`src/rtl/param_chunk_adder.sv`:
```
`default_nettype none
// ============================================================================
//  Module      : param_chunk_adder
//  Description : Combinational W-bit ripple-carry adder. It is the per-cycle
//                slice of the serial adder datapath.
//  Revision    : 1.0 - initial release
// ============================================================================
module param_chunk_adder #(
    parameter int W = 1
) (
    input  logic [W-1:0] a,
    input  logic [W-1:0] b,
    input  logic         cin,
    output logic [W-1:0] s,
    output logic         cout
);

    logic [W:0] w_c;

    assign w_c[0] = cin;

    for (genvar i = 0; i < W; i++) begin : g_ripple
        assign s[i]       = a[i] ^ b[i] ^ w_c[i];
        assign w_c[i + 1] = (a[i] & b[i]) | (w_c[i] & (a[i] ^ b[i]));
    end

    assign cout = w_c[W];

endmodule
`default_nettype wire

```
`src/rtl/param_serial_adder.sv`:
```
`default_nettype none
// ============================================================================
//  Module      : param_serial_adder
//  Description : Multi-cycle adder computing {cout,s} = a + b + cin, CHUNK
//                bits per clock, with a start/busy/done handshake.
//  Revision    : 1.0 - initial release
// ============================================================================
module param_serial_adder #(
    parameter int WIDTH = 8,
    parameter int CHUNK = 1
) (
    input  logic             clk,
    input  logic             rst,
    input  logic             start,
    input  logic [WIDTH-1:0] a,
    input  logic [WIDTH-1:0] b,
    input  logic             cin,
    output logic             busy,
    output logic             done,
    output logic [WIDTH-1:0] s,
    output logic             cout
);

    function automatic int clog2_min1(input int v);
        int r;
        r = 0;
        for (int p = 1; p < v; p = p * 2) r++;
        return (r < 1) ? 1 : r;
    endfunction

    // Guarded so a bad CHUNK does not turn into a divide-by-zero before the check fires.
    localparam int c_N  = (CHUNK >= 1) ? (WIDTH / CHUNK) : 1;
    localparam int c_CW = clog2_min1(c_N);
    localparam logic [c_CW-1:0] c_LAST = c_CW'(c_N - 1);

    localparam logic [1:0] c_IDLE = 2'd0;
    localparam logic [1:0] c_RUN  = 2'd1;
    localparam logic [1:0] c_DONE = 2'd2;

    if ((CHUNK < 1) || ((WIDTH % CHUNK) != 0) || (WIDTH < 1)) begin : g_bad_params
        $error("param_serial_adder: CHUNK must be >= 1 and divide WIDTH exactly");
    end

    logic [1:0]       r_state;
    logic [1:0]       w_state_next;
    logic [c_CW-1:0]  r_cnt;
    logic [WIDTH-1:0] r_a;
    logic [WIDTH-1:0] r_b;
    logic             r_carry;
    logic [WIDTH-1:0] r_acc;
    logic [WIDTH-1:0] w_acc_next;
    logic [CHUNK-1:0] w_chunk_s;
    logic             w_chunk_cout;
    logic             w_load;
    logic             w_last;

    param_chunk_adder #(
        .W (CHUNK)
    ) u_chunk_adder (
        .a    (r_a[CHUNK-1:0]),
        .b    (r_b[CHUNK-1:0]),
        .cin  (r_carry),
        .s    (w_chunk_s),
        .cout (w_chunk_cout)
    );

    // New sum chunk enters at the MSB end; after N shifts chunk 0 sits at the LSBs.
    assign w_acc_next = WIDTH'({w_chunk_s, r_acc} >> CHUNK);

    assign w_load = start && ((r_state == c_IDLE) || (r_state == c_DONE));
    assign w_last = (r_state == c_RUN) && (r_cnt == c_LAST);

    assign busy = (r_state == c_RUN);
    assign done = (r_state == c_DONE);

    always_ff @(posedge clk or posedge rst) begin
        if (rst) r_state <= c_IDLE;
        else     r_state <= w_state_next;
    end

    always_comb begin
        w_state_next = r_state;
        case (r_state)
            c_IDLE:  if (start) w_state_next = c_RUN;
            c_RUN:   if (w_last) w_state_next = c_DONE;
            c_DONE:  w_state_next = start ? c_RUN : c_IDLE;
            default: w_state_next = c_IDLE;
        endcase
    end

    always_ff @(posedge clk or posedge rst) begin
        if (rst) begin
            r_cnt   <= '0;
            r_a     <= '0;
            r_b     <= '0;
            r_carry <= 1'b0;
            r_acc   <= '0;
            s       <= '0;
            cout    <= 1'b0;
        end else if (w_load) begin
            r_cnt   <= '0;
            r_a     <= a;
            r_b     <= b;
            r_carry <= cin;
            r_acc   <= '0;
        end else if (r_state == c_RUN) begin
            r_cnt   <= r_cnt + 1'b1;
            r_a     <= r_a >> CHUNK;
            r_b     <= r_b >> CHUNK;
            r_carry <= w_chunk_cout;
            r_acc   <= w_acc_next;
            if (w_last) begin
                s    <= w_acc_next;
                cout <= w_chunk_cout;
            end
        end
    end

endmodule
`default_nettype wire

```
`config.mk`:
```
export PLATFORM = sky130hd
export DESIGN_NAME = param_serial_adder
export DESIGN_NICKNAME = d
export VERILOG_FILES = /design/src/rtl/param_chunk_adder.sv /design/src/rtl/param_serial_adder.sv
export SDC_FILE = /design/constraint.sdc
export NUM_CORES = 1
export LEC_CHECK = 0
export ABC_AREA = 1
export BUFFER_PORTS_ARGS = -buffer_cell sky130_fd_sc_hd__buf_2
export CELL_PAD_IN_SITES_DETAIL_PLACEMENT = 1
export CELL_PAD_IN_SITES_GLOBAL_PLACEMENT = 1
export CORE_ASPECT_RATIO = 0.7
export CORE_MARGIN = 2
export CORE_UTILIZATION = 43
export CTS_BUF_LIST = sky130_fd_sc_hd__clkbuf_16
export DETAILED_ROUTE_END_ITERATION = 10
export PLACE_DENSITY_LB_ADDON = 0.1
export SLEW_MARGIN = 20
export SYNTH_ARGS = -nofsm -noshare
export SYNTH_HDL_FRONTEND = slang
export SYNTH_SLANG_ARGS = --single-unit
```
`constraint.sdc`:
```
create_clock -name clk -period 2.65 [get_ports clk]
set_input_delay 0.1325 -clock clk [delete_from_list [all_inputs] [get_ports clk]]
set_output_delay 0.1325 -clock clk [all_outputs]
set_load 0.1 [all_outputs]
```
* Word level (Yosys, flattened, before mapping)
Cells that the tools add are included.
** Word-level totals
- Flip-flop bits (word level) :: 39
- Bits in latches :: 0
- Memory bits (writable) :: 0
- ROM bits :: 0
- Input bits :: 20
- Word-level logic and storage cells :: 41
- Memories kept :: 0
** Cells by class
- $add $sub $neg :: 1
- Multipliers :: 0
- Div/mod/pow operators :: 0
- Order comparisons :: 0
- Eq/ne operators :: 5
- Shifts and indexed selects :: 0
- Multiplexer cells :: 14
- Bitwise logic cells :: 6
- Reduce and logical (&&, ||, !) cells :: 7
** Operators by type and width (number)
- $mux 8 :: 6
- $mux 3 :: 2
- $pmux 2 s3 :: 1
- $mux 2 :: 2
- $add 3x1->3 const B :: 1
- $eq 3x3->1 const B :: 1
- $mux 1 :: 3
- $reduce_and 3->1 :: 1
- $and 1x1->1 :: 2
- $eq 2x1->1 const B :: 1
- $eq 2x2->1 const B :: 1
- $logic_and 1x1->1 :: 2
- $logic_not 2->1 :: 1
- $ne 2x1->1 const B :: 1
- $ne 2x2->1 const B :: 1
- $reduce_and 2->1 :: 1
- $reduce_bool 2->1 :: 1
- $xor 1x1->1 :: 2
- $logic_or 1x1->1 :: 1
- $not 1->1 :: 1
- $or 1x1->1 :: 1

* Longest topological paths before layout
Gate-level depths: netlist of the first run.
- Depth in word-level cells :: 5
- Mapped depth :: 6

* Hierarchy
From an unflattened synthesis of the first run, not the netlist that was laid out.
** Second synthesis, totals
- Cells, all modules :: 182
- Area total of the unflattened synthesis :: 1629.1 µm²
** By module, submodules not included
- param_serial_adder :: times used 1, cells an instance 181, area an instance 1609.0 µm², sequential area each 950.9 µm²
- param_chunk_adder :: times used 1, cells an instance 1, area an instance 20.0 µm², sequential area each 0.0 µm²

* Least setup slack after synthesis of the first run
Ideal clock, no wire load.
- Kind :: register to output
- Start point :: register r_state[1]
- End point :: output port done
- Arrival time :: 1.693 ns
- Data required time :: 2.518 ns
- Setup slack :: 0.825 ns
- Stages on the path, launching flop included :: 3
- Buffers on the path :: 0
- Path through :: dfrtp_1 > inv_1 > nor2_1
** Between the ends
- Longest elaborated chain between the ends :: 1
** RTL lines
- from (decl) :: RTL line param_serial_adder.sv:44 : logic [1:0] r_state;
- from (signal assigned) :: RTL line param_serial_adder.sv:77 : if (rst) r_state <= c_IDLE;
- from (signal assigned) :: RTL line param_serial_adder.sv:78 : else r_state <= w_state_next;
- $eq 2x2->1 :: RTL line param_serial_adder.sv:74 : assign done = (r_state == c_DONE);
- to (decl) :: RTL line param_serial_adder.sv:19 : output logic done,
Every way passes these cells.

* Worst setup path after layout of the first run
- Start point :: register r_state[0]
- End point :: output port busy
** Between the ends
- Longest elaborated chain between the ends :: 1
** RTL lines
- $eq 2x1->1 :: RTL line param_serial_adder.sv:73 : assign busy = (r_state == c_RUN);
- to (decl) :: RTL line param_serial_adder.sv:18 : output logic busy,
Every way passes these cells.

==> results_dict.tcl, run 1 <==
set metrics [dict create \
    status "complete, no violations" \
    crit_chain "inv_2 -> nor2_4 -> buf_2" \
    cts_resized 0 \
    hold_viol 0 \
    cts_tree "yes" \
    final-max-slew-violation-count 0 \
    postCtsSetupRepairBufs 0 \
    grt_start_max_net_pins 32 \
    p_leak_uw 0.00101 \
    setup_tns_ns 0 \
    swShare_pct 48.1 \
    crit_start "r_state[0]" \
    synth.avg_cell_area_um2 8.95 \
    worst-path-buf-inv 2 \
    yosysSeqAreaShare_pct 58.4 \
    rrSetupSlack_ns 1.06 \
    dieWidth_um 77.6 \
    finalSetupViolCount 0 \
    start_util_pct 45.5 \
    path_max_fanout 23 \
    std_cell_rows 18 \
    fin_util_pct 54.9 \
    crit_required_ns 2.52 \
    ir_drop_mv 0.861 \
    tightest_slew_ns 0.858 \
    drt_iter0_drc 50 \
    drive_gt1_share_pct 21.6 \
    synth_top_area_share_pct 58.4 \
    cp-start-kind "flop" \
    ys_ff_latch 38 \
    clk_pin_slew_ns 0.06 \
    crit_path_max_incr_delay_ns 0.53 \
    cts-htree-levels 2 \
    diodes 0 \
    routed-via-count 1333 \
    cts_hold_buf 0 \
    clkPwrFrac_pct 22.1 \
    net-switching-power_uw 1480 \
    gr-total-overflow 0 \
    post-route-period-util_pct 71.1 \
    io_buffer_count 30 \
    drc 0 \
    synthDistinctLibCells 15 \
    critical-path-top-delay-family "buffers and inverters" \
    crit_arrival_ns 1.75 \
    drv_cap 0 \
    pwr-share-comb_pct 44.8 \
    antenna_found_initial 0 \
    crit_type "flop to primary output" \
    worst_skew_pair.late_latency_ns 0.28 \
    hpwl_um 2580 \
    grt_pass1_wl_um 6590 \
    cts_root_buf "clkbuf_16" \
    crit_path_top_delay_cell "buf_2" \
    area_growth_pct 20.6 \
    rr_startpoint "r_state[1]" \
    gp_congestion 0.801 \
    antenna_left 0 \
    synth_top_area_cell "dfrtp_1" \
    nets 235 \
    drt-vias-per-instance 5.07 \
    coreArea_um2 3580 \
    rr_endpoint "s[0]" \
    routed_wl_um 3900 \
    pin_count 31 \
    r2r_cells 5 \
    min_period_ns 1.88 \
    yosys_warnings 0 \
    synth_cells 182 \
    internal-power_uw 1590 \
    p_seq_share_pct 33.1 \
    clk_path_buf_depth 2 \
    fmax_mhz 531 \
    min_path_type "primary input to asynchronous set/reset pin" \
    critPathCaptureType "primary output" \
    fp.dieH_um 55.5 \
    numClockSinks 38 \
    dr.pass1.iters 4 \
    power.density_nw_per_um2 1560 \
    netlist_area_um2 1630 \
    rsz0062_at_grt "false" \
    grt_util_all_layers_pct 20.2 \
    skew_ns 0.00595 \
    cts_made_buffers 5 \
    maxSlewHeadroom_pct 42.8 \
    grt_pass1_vias 1386 \
    syn_nets 205 \
    wl_per_cell_um 14.8 \
    synth_area_leaders "dfrtp_1, nand2_1, nand3_1" \
    dieArea_um2 4300 \
]
-- power groups by stage --
stage	Sequential, uW	Clock, uW	Combinational (uW)
floorplan	1470	0	672
global placement	1000	0	1320
detailed placement	1020	0	1370
CTS	1020	686	1390
global route	1050	714	1500
finish	1020	678	1370
-- layer usage --
metal / wire length, um / track usage [%] / vias to the layer above
met5: 0 / 0 / -
met4: 91 / 8.93 / 0
met3: 145 / 5.07 / 10
met2: 1840 / 32.2 / 30
met1: 1820 / 26.2 / 646
li1: - / - / 647
-- cells in the mapped netlist --
library cell and instances:
nand2_1 71, nand3_1 39, dfrtp_1 38, inv_1 7, o21ai_0 7, buf_4 6, nand2_2 3, buf_2 2
ha_1 2, nor2_2 2, fa_1 1, inv_2 1, nor2_1 1, nor2_4 1, o21ai_1 1
-- worst max path at each step --
stage	endpoint	cells after the start
floorplan	done	2
global placement	busy	3
detailed placement	busy	3
CTS	busy	3
global route	busy	3
finish	busy	3
-- cell families after synthesis --
| logic type | share of synthesized area [%] |
|---|---|
| simple gates | 31.2 |
| flops | 58.4 |
| buf+inv | 5.22 |
| compound gates | 2.46 |
| fa+ha+maj | 2.76 |
-- cell type report --
type | instances | area [um2]
fillers | 436 | 1620
clock buffers | 5 | 125
well taps | 50 | 62.6
repair buffers | 31 | 158
multi-input cells | 128 | 593
inverters | 8 | 30.0
clock inverters | 3 | 45.0
flip-flops and latches | 38 | 951
-- cells in the final DEF (no fill, tap or decap) --
master / Yosys / routed
buf_2: 2 / 30
buf_4: 6 / 1
bufinv_16: 0 / 1
clkbuf_16: 0 / 5
clkinvlp_4: 0 / 2
dfrtp_1: 38 / 38
fa_1: 1 / 1
ha_1: 2 / 2
inv_1: 7 / 7
inv_2: 1 / 1
nand2_1: 71 / 71
nand2_2: 3 / 3
nand3_1: 39 / 39
nor2_1: 1 / 1
nor2_2: 2 / 2
nor2_4: 1 / 1
o21ai_0: 7 / 7
o21ai_1: 1 / 1
-- through the flow --
stage / cells / area [um2] / total power, uW / worst slack [ns] / hold slack, ns
after floorplan: 182 / 1630 / 2140 / 0.825 / 0.249
after global placement: 255 / 1790 / 2320 / 1.10 / 0.325
after detailed placement: 255 / 1790 / 2390 / 1.06 / 0.343
after CTS: 263 / 1960 / 3100 / 0.761 / 0.0537
after global routing: 263 / 1960 / 3270 / 0.698 / 0.0832
final: 263 / 1960 / 3070 / 0.767 / 0.0238
-- state kept, by name, summed over array words and instances (netlist names) --
register and count:
r_a 8, r_b 8, s 8, r_acc 7
r_cnt 3, r_state 2, cout 1, r_carry 1
Note: power is estimated with default switching activity, not from simulation.
==> inputs of run 2 (changes only) <==
--- a/config.mk
+++ b/config.mk
@@ -5,13 +5,13 @@
 export SDC_FILE = /design/constraint.sdc
 export NUM_CORES = 1
 export LEC_CHECK = 0
-export ABC_AREA = 1
+export ABC_AREA = 0
 export BUFFER_PORTS_ARGS = -buffer_cell sky130_fd_sc_hd__buf_2
 export CELL_PAD_IN_SITES_DETAIL_PLACEMENT = 1
 export CELL_PAD_IN_SITES_GLOBAL_PLACEMENT = 1
 export CORE_ASPECT_RATIO = 0.7
 export CORE_MARGIN = 2
-export CORE_UTILIZATION = 43
+export CORE_UTILIZATION = 39
 export CTS_BUF_LIST = sky130_fd_sc_hd__clkbuf_16
 export DETAILED_ROUTE_END_ITERATION = 10
 export PLACE_DENSITY_LB_ADDON = 0.1
==> constraint.sdc (replaced) <==
create_clock -name clk -period 1.6 [get_ports clk]
set_input_delay 0.08 -clock clk [delete_from_list [all_inputs] [get_ports clk]]
set_output_delay 0.08 -clock clk [all_outputs]
set_load 0.1 [all_outputs]
==> run 2 against run 1 <==
Worst hold slack better by 0.017 ns. Synthesized cell count is 9.3% lower. Total power is 73% higher. Global-route usage is 3.1 points lower. Combinational power is 90% higher. Critical path depth is 1 higher. Register-to-register slack worse by 0.90 ns. First-iteration DRC count is 4.0% lower. Largest cell class unchanged. Largest power group unchanged.
==> results_dict.tcl, run 2 <==
set metrics [dict create \
    dieArea_um2 5360 \
    synth_edf_count 0 \
    ir_drop_mv 0.862 \
    postSynth.asyncResetShare_pct 100 \
    grt_util_all_layers_pct 17.1 \
    synth_top_area_cell "dfrtp_1" \
    crit_required_ns 1.76 \
    skew_ns 0.00584 \
    antenna_found_initial 0 \
    min_period_ns 1.44 \
    post-route-period-util_pct 89.8 \
    yosysSeqAreaShare_pct 50.9 \
    ys_dominant_reg_cell "dfrtp_1" \
    finalSetupViolCount 0 \
    routed-via-count 1362 \
    num-fill-cells 510 \
    ys_ff_latch 38 \
    path_max_fanout 10 \
    top_regs "r_a: 8 flops, r_b: 8 flops, s: 8 flops" \
    dr.pass1.iters 2 \
    std_cell_rows 21 \
    final_cell_area_um2 2290 \
    gr-total-overflow 0 \
    net-switching-power_uw 2380 \
    internal-power_uw 2910 \
    synth_cells 165 \
    crit_path_max_incr_delay_ns 0.40 \
    multi_input_area_um2 851 \
    clk_pin_slew_ns 0.06 \
    start_util_pct 39.7 \
    drv_cap 0 \
    pin_count 31 \
    crit_path_top_delay_cell "dfrtp_1" \
    p_leak_uw 0.00105 \
    crit_arrival_ns 1.60 \
    swShare_pct 45.0 \
    cts-htree-levels 2 \
    rsz0062_at_grt "false" \
    fin_ws_ns 0.163 \
    worst_skew_pair.late_latency_ns 0.28 \
    pre_cts_ws_ns 0.163 \
    cts_root_buf "clkbuf_16" \
    hold_viol 0 \
    fp.dieH_um 61.9 \
    cts_resized 0 \
    numClockSinks 38 \
    regArea_um2 951 \
    placed_area_um2 2140 \
    drt_iter0_drc 48 \
    nets 224 \
    final-max-slew-violation-count 0 \
    area_growth_pct 22.6 \
    yosysMostFrequentCell "dfrtp_1" \
    crit_type "flop to flop" \
    tightest_slew_ns 0.593 \
    cts_made_buffers 5 \
    pwr-share-comb_pct 49.1 \
    drc 0 \
    drt-vias-per-instance 5.26 \
    grt_pass1_vias 1417 \
    diodes 0 \
    coreArea_um2 4700 \
    synth.avg_cell_area_um2 11.3 \
    ys_top_cells_by_count "dfrtp_1, mux2i_1, nor2b_1, o21ai_0" \
    setup_tns_ns 0 \
    final_cell_mix "dfrtp_1, buf_2, o21ai_0, mux2i_1, nor2b_1" \
    min_path_type "primary input to flop" \
    crit_chain "ha_1 -> ha_1 -> nand2_4 -> mux2_4" \
    wl_per_cell_um 15.6 \
    netlist_area_um2 1870 \
    clk_path_buf_depth 2 \
    dieWidth_um 86.7 \
    p_seq_share_pct 32.9 \
    routed_wl_um 4050 \
    final_common_cell "dfrtp_1" \
    status "complete, no violations" \
    grt_pass1_wl_um 7010 \
    cts_tree "yes" \
    hpwl_um 2990 \
    path_common_cell "ha_1" \
    grt_start_max_net_pins 26 \
    io_buffer_count 30 \
    drive_gt1_share_pct 32.7 \
    gp_congestion 0.737 \
    syn_nets 188 \
    maxSlewHeadroom_pct 60.4 \
    fmax_mhz 696 \
    synthDistinctLibCells 24 \
    critPathCaptureType "flop" \
    power.density_nw_per_um2 2310 \
    cp-start-kind "flop" \
    clkPwrFrac_pct 17.9 \
    synth_area_leaders "dfrtp_1, mux2_4, mux2i_1" \
    synth_top_area_share_pct 50.9 \
    yosys_warnings 0 \
    antenna_left 0 \
]
## run 2: cell types whose count changed in the layout (fill, tap and decap cells not counted), moves of 7 or more
cell / before / now
a21oi_1: 0 / 9
mux2_4: 0 / 9
nor2_1: 1 / 8
a211oi_1: 0 / 9
nand2_1: 71 / 8
nor2b_1: 0 / 10
mux2_2: 0 / 8
nand2b_1: 0 / 9
buf_4: 1 / 9
nand3_1: 39 / 3
mux2i_1: 0 / 11
## run 2: metrics by stage
step	total power, uW	utilization (%)	hold slack (ns)	instances
floorplan	3790	-	0.226	165
global placement	4250	45.4	0.148	250
detailed placement	4390	45.4	0.156	250
CTS	5360	48.7	0.0330	259
global route	5660	48.7	0.0557	259
finish	5290	48.7	0.0408	259
## run 2: final cells by class
type | instances | share of cell area, %
clock buffer | 5 | 5.47
sequential | 38 | 41.6
timing repair buffer | 40 | 11.3
clock inverter | 3 | 0.711
multi-input combinational | 113 | 37.2
inverter | 3 | 0.711
tap | 57 | 3.12
## run 2: final timing paths
check	to	start	slack, ns	cells after the start
worst min-delay path	r_a[6]	a[6]	0.04	2
min in group asynchronous	r_state[1]	rst	0.41	3
worst min register to register	s[6]	s[6]	0.51	1
worst max register to register	s[2]	r_cnt[0]	0.16	4
max in group asynchronous	r_cnt[2]	rst	0.57	4
worst max-delay path	s[2]	r_cnt[0]	0.16	4
## run 2: power by group through the flow
stage	Combinational (uW)	Sequential (uW)	Clock, uW
floorplan	1380	2410	0
global placement	2520	1730	0
detailed placement	2630	1760	0
CTS	2640	1750	972
global route	2830	1810	1010
finish	2600	1740	948
## run 2: kinds of logic after synthesis
kind of cell	after synthesis	synth area share, %
and+or+nand+nor	45	12.7
DFF	38	50.9
AOI/OAI and AO/OA	37	12.1
muxes	28	18.0
buffers and inverters	14	3.89
adders and majority gates	3	2.41
## run 2: metal layers
metal | track usage, % | up-vias | part of all wire (%)
met4 | 2.90 | 0 | 0.35
met1 | 23.2 | 679 | 48
met2 | 28.1 | 21 | 48
li1 | - | 657 | -
met3 | 4.89 | 5 | 3.5
met5 | 0 | - | 0
## run 2: worst max-delay path: cells and delay by family (launching register included)
kind / cells / cell delay (ns)
mux: 1 / 0.32
flops: 1 / 0.40
simple gates: 1 / 0.18
fa+ha+maj: 2 / 0.42
## run 2: timing repair
item	4_1_cts	5_1_grt
hold buffers	1	0
endpoints found under the hold margin	11	0
buffers inserted	0	0
